==> src/rtl/spu_pkg.sv <==
// Shared parameters and types for the SPU instruction line buffer fill path.
// Exports line/slot/beat geometry and the fill controller state encoding.
package spu_pkg;

    localparam int LS_LINE_W = 12;
    localparam int SLOTS     = 16;
    localparam int BEATS     = 4;
    localparam int QW_W      = 128;
    localparam int SLOT_W    = 4;
    localparam int TAG_W     = LS_LINE_W - SLOT_W;
    localparam int CNT_W     = 3;
    localparam int QADDR_W   = LS_LINE_W + 2;
    localparam int QIDX_W    = SLOT_W + 2;

    typedef enum logic [1:0] {
        IDLE,
        FILL,
        DRAIN
    } fill_state_t;

endpackage

==> src/rtl/ilb_tag_array.sv <==
// Tag/valid store for the direct-mapped instruction line buffer.
// Ports: clk/rst_ni, inv_all_i (clear all), clr_* (drop one slot),
// wr_* (mark slot valid with tag), lk_a/lk_b comb hit lookups.
module ilb_tag_array
    import spu_pkg::*;
(
    input  logic                 clk,
    input  logic                 rst_ni,
    input  logic                 inv_all_i,
    input  logic                 clr_en_i,
    input  logic [SLOT_W-1:0]    clr_slot_i,
    input  logic                 wr_en_i,
    input  logic [SLOT_W-1:0]    wr_slot_i,
    input  logic [TAG_W-1:0]     wr_tag_i,
    input  logic [LS_LINE_W-1:0] lk_a_line_i,
    output logic                 lk_a_hit_o,
    input  logic [LS_LINE_W-1:0] lk_b_line_i,
    output logic                 lk_b_hit_o
);

    logic [SLOTS-1:0] valid_q;
    logic [SLOTS-1:0] valid_d;
    logic [TAG_W-1:0] tag_q [SLOTS];

    // Invalidate-all overrides any same-edge set, so an aborted
    // fill can never leave a line marked valid.
    always_comb begin
        valid_d = valid_q;
        if (clr_en_i) valid_d[clr_slot_i] = 1'b0;
        if (wr_en_i)  valid_d[wr_slot_i]  = 1'b1;
        if (inv_all_i) valid_d = '0;
    end

    always_ff @(posedge clk or negedge rst_ni) begin
        if (!rst_ni) begin
            valid_q <= '0;
            for (int i = 0; i < SLOTS; i++) tag_q[i] <= '0;
        end else begin
            valid_q <= valid_d;
            if (wr_en_i) tag_q[wr_slot_i] <= wr_tag_i;
        end
    end

    assign lk_a_hit_o = valid_q[lk_a_line_i[SLOT_W-1:0]] &&
        (tag_q[lk_a_line_i[SLOT_W-1:0]] ==
         lk_a_line_i[LS_LINE_W-1:SLOT_W]);

    assign lk_b_hit_o = valid_q[lk_b_line_i[SLOT_W-1:0]] &&
        (tag_q[lk_b_line_i[SLOT_W-1:0]] ==
         lk_b_line_i[LS_LINE_W-1:SLOT_W]);

endmodule

==> src/rtl/ins_line_fill.sv <==
// Instruction line buffer fill controller: hit lookup, LS line fetch.
// Ports: fill_* (fetch handshake), lookup_*, inv_all, ls_* (LS read), buf_wr_*.
module ins_line_fill
    import spu_pkg::*;
(
    input  logic                 clk,
    input  logic                 reset,
    input  logic                 fill_req,
    input  logic [LS_LINE_W-1:0] fill_line,
    output logic                 fill_accept,
    output logic                 fill_done,
    output logic                 busy,
    input  logic [LS_LINE_W-1:0] lookup_line,
    output logic                 lookup_hit,
    input  logic                 inv_all,
    output logic                 ls_rd_req,
    output logic [QADDR_W-1:0]   ls_rd_addr,
    input  logic                 ls_gnt,
    input  logic                 ls_rd_valid,
    input  logic [QW_W-1:0]      ls_rd_data,
    output logic                 buf_wr_en,
    output logic [QIDX_W-1:0]    buf_wr_qidx,
    output logic [QW_W-1:0]      buf_wr_data
);

    localparam logic [CNT_W-1:0] NBEAT = CNT_W'(BEATS);
    localparam logic [CNT_W-1:0] LAST  = CNT_W'(BEATS - 1);

    fill_state_t            state_q, state_d;
    logic [LS_LINE_W-1:0]   line_q, line_d;
    logic [CNT_W-1:0]       req_q, req_d;
    logic [CNT_W-1:0]       rsp_q, rsp_d;
    logic                   done_q, done_d;
    logic                   fill_hit;
    logic                   clr_en;
    logic                   set_en;

    ilb_tag_array u_tags (
        .clk         (clk),
        .rst_ni      (reset),
        .inv_all_i   (inv_all),
        .clr_en_i    (clr_en),
        .clr_slot_i  (fill_line[SLOT_W-1:0]),
        .wr_en_i     (set_en),
        .wr_slot_i   (line_q[SLOT_W-1:0]),
        .wr_tag_i    (line_q[LS_LINE_W-1:SLOT_W]),
        .lk_a_line_i (lookup_line),
        .lk_a_hit_o  (lookup_hit),
        .lk_b_line_i (fill_line),
        .lk_b_hit_o  (fill_hit)
    );

    assign fill_accept = fill_req && (state_q == IDLE) && !inv_all;

    always_comb begin
        state_d   = state_q;
        line_d    = line_q;
        req_d     = req_q;
        rsp_d     = rsp_q;
        done_d    = 1'b0;
        ls_rd_req = 1'b0;
        buf_wr_en = 1'b0;
        clr_en    = 1'b0;
        set_en    = 1'b0;
        unique case (state_q)
            IDLE: begin
                if (fill_accept) begin
                    if (fill_hit) begin
                        done_d = 1'b1;
                    end else begin
                        clr_en  = 1'b1;
                        line_d  = fill_line;
                        req_d   = '0;
                        rsp_d   = '0;
                        state_d = FILL;
                    end
                end
            end
            FILL: begin
                ls_rd_req = (req_q < NBEAT);
                if (ls_rd_req && ls_gnt) req_d = req_q + 1'b1;
                if (ls_rd_valid) begin
                    buf_wr_en = 1'b1;
                    rsp_d     = rsp_q + 1'b1;
                end
                if (ls_rd_valid && (rsp_q == LAST)) begin
                    // Final beat: commit unless an invalidate races it.
                    state_d = IDLE;
                    if (!inv_all) begin
                        set_en = 1'b1;
                        done_d = 1'b1;
                    end
                end else if (inv_all) begin
                    // Skip DRAIN when nothing is left in flight.
                    state_d = (req_d == rsp_d) ? IDLE : DRAIN;
                end
            end
            DRAIN: begin
                if (ls_rd_valid) rsp_d = rsp_q + 1'b1;
                if (rsp_d == req_q) state_d = IDLE;
            end
            default: state_d = IDLE;
        endcase
    end

    always_ff @(posedge clk or negedge reset) begin
        if (!reset) begin
            state_q <= IDLE;
            line_q  <= '0;
            req_q   <= '0;
            rsp_q   <= '0;
            done_q  <= 1'b0;
        end else begin
            state_q <= state_d;
            line_q  <= line_d;
            req_q   <= req_d;
            rsp_q   <= rsp_d;
            done_q  <= done_d;
        end
    end

    assign fill_done   = done_q;
    assign busy        = (state_q != IDLE);
    assign ls_rd_addr  = {line_q, req_q[1:0]};
    assign buf_wr_qidx = {line_q[SLOT_W-1:0], rsp_q[1:0]};
    assign buf_wr_data = ls_rd_data;

`ifndef SYNTHESIS
    a_no_stray_rsp: assert property (
        @(posedge clk) disable iff (!reset)
        ls_rd_valid |-> (state_q != IDLE && rsp_q < req_q)
    );
`endif

endmodule
==> config.mk <==
export PLATFORM = sky130hd
export DESIGN_NAME = ins_line_fill
export DESIGN_NICKNAME = d
export VERILOG_FILES = /design/src/rtl/spu_pkg.sv /design/src/rtl/ilb_tag_array.sv /design/src/rtl/ins_line_fill.sv
export SDC_FILE = /design/constraint.sdc
export NUM_CORES = 1
export LEC_CHECK = 0
export ABC_AREA = 0
export CAP_MARGIN = 20
export CORE_MARGIN = 2
export CORE_UTILIZATION = 43
export DETAILED_ROUTE_END_ITERATION = 12
export PLACE_DENSITY = 0.77
export SYNTH_ARGS = -nofsm -noshare
export SYNTH_HDL_FRONTEND = slang
export SYNTH_SLANG_ARGS = --single-unit
==> constraint.sdc <==
create_clock -name clk -period 4.7 [get_ports clk]
set_clock_uncertainty 0.05 [all_clocks]
set_input_delay 1.175 -clock clk [delete_from_list [all_inputs] [get_ports clk]]
set_output_delay 1.175 -clock clk [all_outputs]
set_load 0.01 [all_outputs]
==> results_tabular.tex <==
\begin{tabular}{lr}
\hline
Metric & Value \\
\hline
\multicolumn{2}{l}{\textbf{Synth}} \\
\quad Share of synthesized area occupied by flip-flops and latches & 40.39\% \\
\quad Main combinational cell family by area after synthesis & multiplexers \\
\quad Area contributors post-synth & dfrtp\_1 (40\%), mux2\_2 (17\%), mux4\_2 (15\%), buf\_4 (10\%), mux2i\_1 (2.7\%) \\
\quad Adder and majority gate portion of the synthesized area & 0.8568\% \\
\quad Portion of synthesized cell area occupied by the leading cell type & 40.39\% \\
\quad Net count after synthesis & 969 \\
\quad Synth Flop Type & dfrtp\_1 \\
\quad Count of state elements after synthesis & 165 \\
\quad Cell count after synthesis & 804 \\
\quad Compound-cell area share of the yosys netlist & 4.064\% \\
\quad Post-synthesis area per instance & 12.71 um2 \\
\quad Simple-gate share of the synthesized area & 5.630\% \\
\quad Number of enable flip-flop cells after synthesis & 0 \\
\quad Distinct cells, synth & 50 \\
\quad Portion of netlist area occupied by mux cells & 34.36\% \\
\quad Number of warning messages in the yosys log & 0 \\
\quad Combined area of all synthesized cells & 0.01022 mm2 \\
\quad Post-synthesis cell type with the largest combined area & dfrtp\_1 \\
\quad Area share of xor/xnor cells in the synthesized design & 2.399\% \\
\quad Fraction of registers with async set or reset after synthesis & 100.0\% \\
\multicolumn{2}{l}{\textbf{Finish}} \\
\quad Net count, final & 910 \\
\quad Diodes inserted & 0 \\
\quad Share of final-layout standard cells stronger than drive strength 1 & 41.42\% \\
\quad Layout area overhead & 8.336\% \\
\quad Number of cells in the finished layout apart from fillers & 1,077 \\
\multicolumn{2}{l}{\textbf{STA}} \\
\quad Min Tclk post-route & 4593 ps \\
\quad Least-Margin Pin Slew & 856.8 ps \\
\quad Setup violators final & 0 \\
\quad Final total negative setup slack & 0 ps \\
\quad Fin. max-slew vios & 0 \\
\quad Number of failing hold endpoints at the final stage & 0 \\
\quad Max frequency & 0.2177 GHz \\
\quad Min setup slack post-route & 106.9 ps \\
\quad Period Utilization, post-route & 97.73\% \\
\quad Unrepaired setup endpoints after global routing & no \\
\quad Max-Slew Margin vs Limit & 42.72\% \\
\multicolumn{2}{l}{\textbf{Placed design}} \\
\quad \# port buffers & 55 \\
\quad Estimated wirelength of the detail-placed design & 25,020 um \\
\quad Last weighted congestion value of the routability-driven placer & 0.9386 \\
\quad Instance count after placement with tap cells included & 1,040 \\
\quad Worst slack at placement & -548.5 ps \\
\multicolumn{2}{l}{\textbf{Flow run}} \\
\quad Max capacitance violation total & 0 \\
\multicolumn{2}{l}{\textbf{CTS}} \\
\quad Number of buffers added by the clock tree synthesis step & 17 \\
\quad Clock latency on the worst-skew pair & 440 ps \\
\quad Clk sink count & 165 \\
\quad Hold-fix buffers, CTS & 0 \\
\quad Clock input transition at the sequential cells of the worst setup and hold paths & 70 ps \\
\quad Number of buffers on the longest clock path & 2 \\
\quad Clock tree root driver cell & clkbuf\_16 \\
\quad Clock tree from TritonCTS & built \\
\quad Number of H-tree branching levels & 4 \\
\multicolumn{2}{l}{\textbf{Die}} \\
\quad Top-level I/O count & 312 \\
\quad Die ar. & 0.02502 mm2 \\
\quad Site row count & 56 \\
\quad Effective utilization at floorplan & 43.68\% \\
\quad Die width & 158.2 um \\
\quad Core Box Area & 0.02340 mm2 \\
\quad Die height & 158.2 um \\
\multicolumn{2}{l}{\textbf{GRT}} \\
\quad GRT Resource Usage Total & 27.00\% \\
\quad Initial antenna violation count & 0 \\
\quad Vias in the first global route & 6,644 \\
\quad Total overflow reported by the global router & 0 \\
\quad First-pass GRT wire length & 47,490 um \\
\quad Largest net degree at the start of global routing & 91 \\
\multicolumn{2}{l}{\textbf{Detailed routing}} \\
\quad 1st-iter DRT viols & 717 \\
\quad Vias post-DR & 6,678 \\
\quad Post-route ant nets & 0 \\
\quad DRT Pass-1 Iters & 5 \\
\quad Post-detailed-routing wire length & 33,410 um \\
\quad Routed via count divided by cell count & 6.201 \\
\quad Residual DRC & 0 \\
\quad Routed length per instance & 31.02 um \\
\multicolumn{2}{l}{\textbf{Setup path}} \\
\quad Slack of the worst reg-to-reg path & 1640 ps \\
\quad Endpoint kind of the worst setup timing path & output port \\
\quad Critical Path Start Type & input pin \\
\quad Origin of the critical flop-to-flop path & u\_tags.tag\_q[4] \\
\quad Largest fanout on the critical path & 4 \\
\quad Reg2reg path depth & 10 \\
\quad Category of the most critical setup path & input pin to output port \\
\quad Worst endpoint required time & 3470 ps \\
\quad Data arrival at the endpoint of the critical path & 3370 ps \\
\quad Reg2reg end & rsp\_q[1] \\
\multicolumn{2}{l}{\textbf{Hold path}} \\
\quad Worst Hold Path Cells & 1 \\
\quad Startpoint of the most critical hold path & u\_tags.tag\_q[13] \\
\quad Worst min-delay path category & flip-flop to flip-flop \\
\quad Worst Hold Path EP & u\_tags.tag\_q[13] \\
\multicolumn{2}{l}{\textbf{Pwr}} \\
\quad Maximum resistive drop on vdd & 0.0002832 V \\
\quad Power per cell area & 364.0 mW/mm2 \\
\quad Leakage power & 4.926 nW \\
\multicolumn{2}{l}{\textbf{Status}} \\
\quad Run status & completed \\
\hline
\end{tabular}
==> power by group <==
| part | total (mW) | switching, mW | internal, mW |
|---|---|---|---|
| combinational | 0.845 | 0.394 | 0.450 |
| clock | 1.42 | 0.602 | 0.817 |
| sequential | 1.77 | 0.263 | 1.51 |
| total | 4.03 | 1.26 | 2.77 |
==> routing by layer <==
layer | up-vias | wire (um) | track usage, %
met5 | - | 81 | 2.277
met1 | 3419 | 10860 | 28.76
met4 | 2 | 1134 | 10.34
li1 | 2715 | - | -
met2 | 471 | 16050 | 43.83
met3 | 71 | 5275 | 15.96
==> Yosys cell counts (10+ instances only) <==
cell,count
nand2_1,23
mux4_2,66
nor3_1,10
clkbuf_1,23
mux2i_1,28
a21oi_1,11
nand2b_1,10
xnor2_1,20
buf_4,140
mux2_2,154
dfrtp_1,165
nor2_1,29
==> cell type report <==
type | instances | area [um2]
multi-input combinational | 455 | 4871
sequential | 165 | 4129
inverter | 5 | 18.77
clock buffer | 19 | 452.9
fill | 2046 | 12330
timing repair buffer | 101 | 1056
clock inverter | 13 | 147.6
tap | 319 | 399.1
==> worst max-delay path: stages <==
cell      delay, ps
buf_4           140
buf_6           130
mux4_2          500
mux4_2          510
xnor2_2         200
nand4_1         220
nor3_2          240
buf_4           140
clkbuf_2        120
==> sequential cells by signal, summed over array words and instances, names as in the netlist <==
signal	count
rsp_q	3
state_q	2
req_q	3
u_tags.tag_q	128
u_tags.valid_q	16
line_q	12
fill_done	1
==> placed cells by master (no fill, tap or decap), types with 9 or more instances in the layout <==
cell type	count
dfrtp_1	165
mux2_2	154
mux4_2	66
clkdlybuf4s50_1	48
buf_4	32
nor2_1	29
mux2i_1	28
nand2_1	23
clkbuf_16	17
xnor2_1	16
buf_12	12
a21oi_1	11
nand2b_1	10
nor2b_1	9
nor3_1	9
==> metrics by stage <==
step	util (%)	total power, mW	cell area, um2	hold slack, ps
after floorplan	-	2.343	10230	440.0
after global placement	44.13	2.606	10330	461.1
after detailed placement	44.13	2.616	10330	466.7
after CTS	47.28	4.039	11060	481.2
after global routing	47.32	4.211	11070	502.0
final	47.32	4.031	11070	481.3
==> worst max path at each step <==
stage                         startpoint         end  depth (start not counted)
after floorplan           lookup_line[2]  lookup_hit                          7
after global placement    lookup_line[1]  lookup_hit                          9
after detailed placement  lookup_line[1]  lookup_hit                          9
after CTS                 lookup_line[1]  lookup_hit                          9
after global routing      lookup_line[0]  lookup_hit                          9
final                     lookup_line[0]  lookup_hit                          9
==> repair_timing <==
| action | CTS | global route |
|---|---|---|
| buffers inserted | 4 | 0 |
| resized for setup | 12 | 6 |
| gates cloned | 1 | 0 |
| endpoints found under the setup margin | 1 | 1 |
| pin swaps | 2 | 3 |
==> kinds of logic (layout without fill, tap and decap cells) <==
logic type,after synthesis,in the layout
multiplexers,249,249
buffers and inverters,184,138
flip-flops,165,165
AND/OR/NAND/NOR,114,114
AO/OA/AOI/OAI,57,57
XOR/XNOR,28,28
adder cells (fa/ha/maj),7,7
No activity file was read; power rests on OpenSTA's default activity.
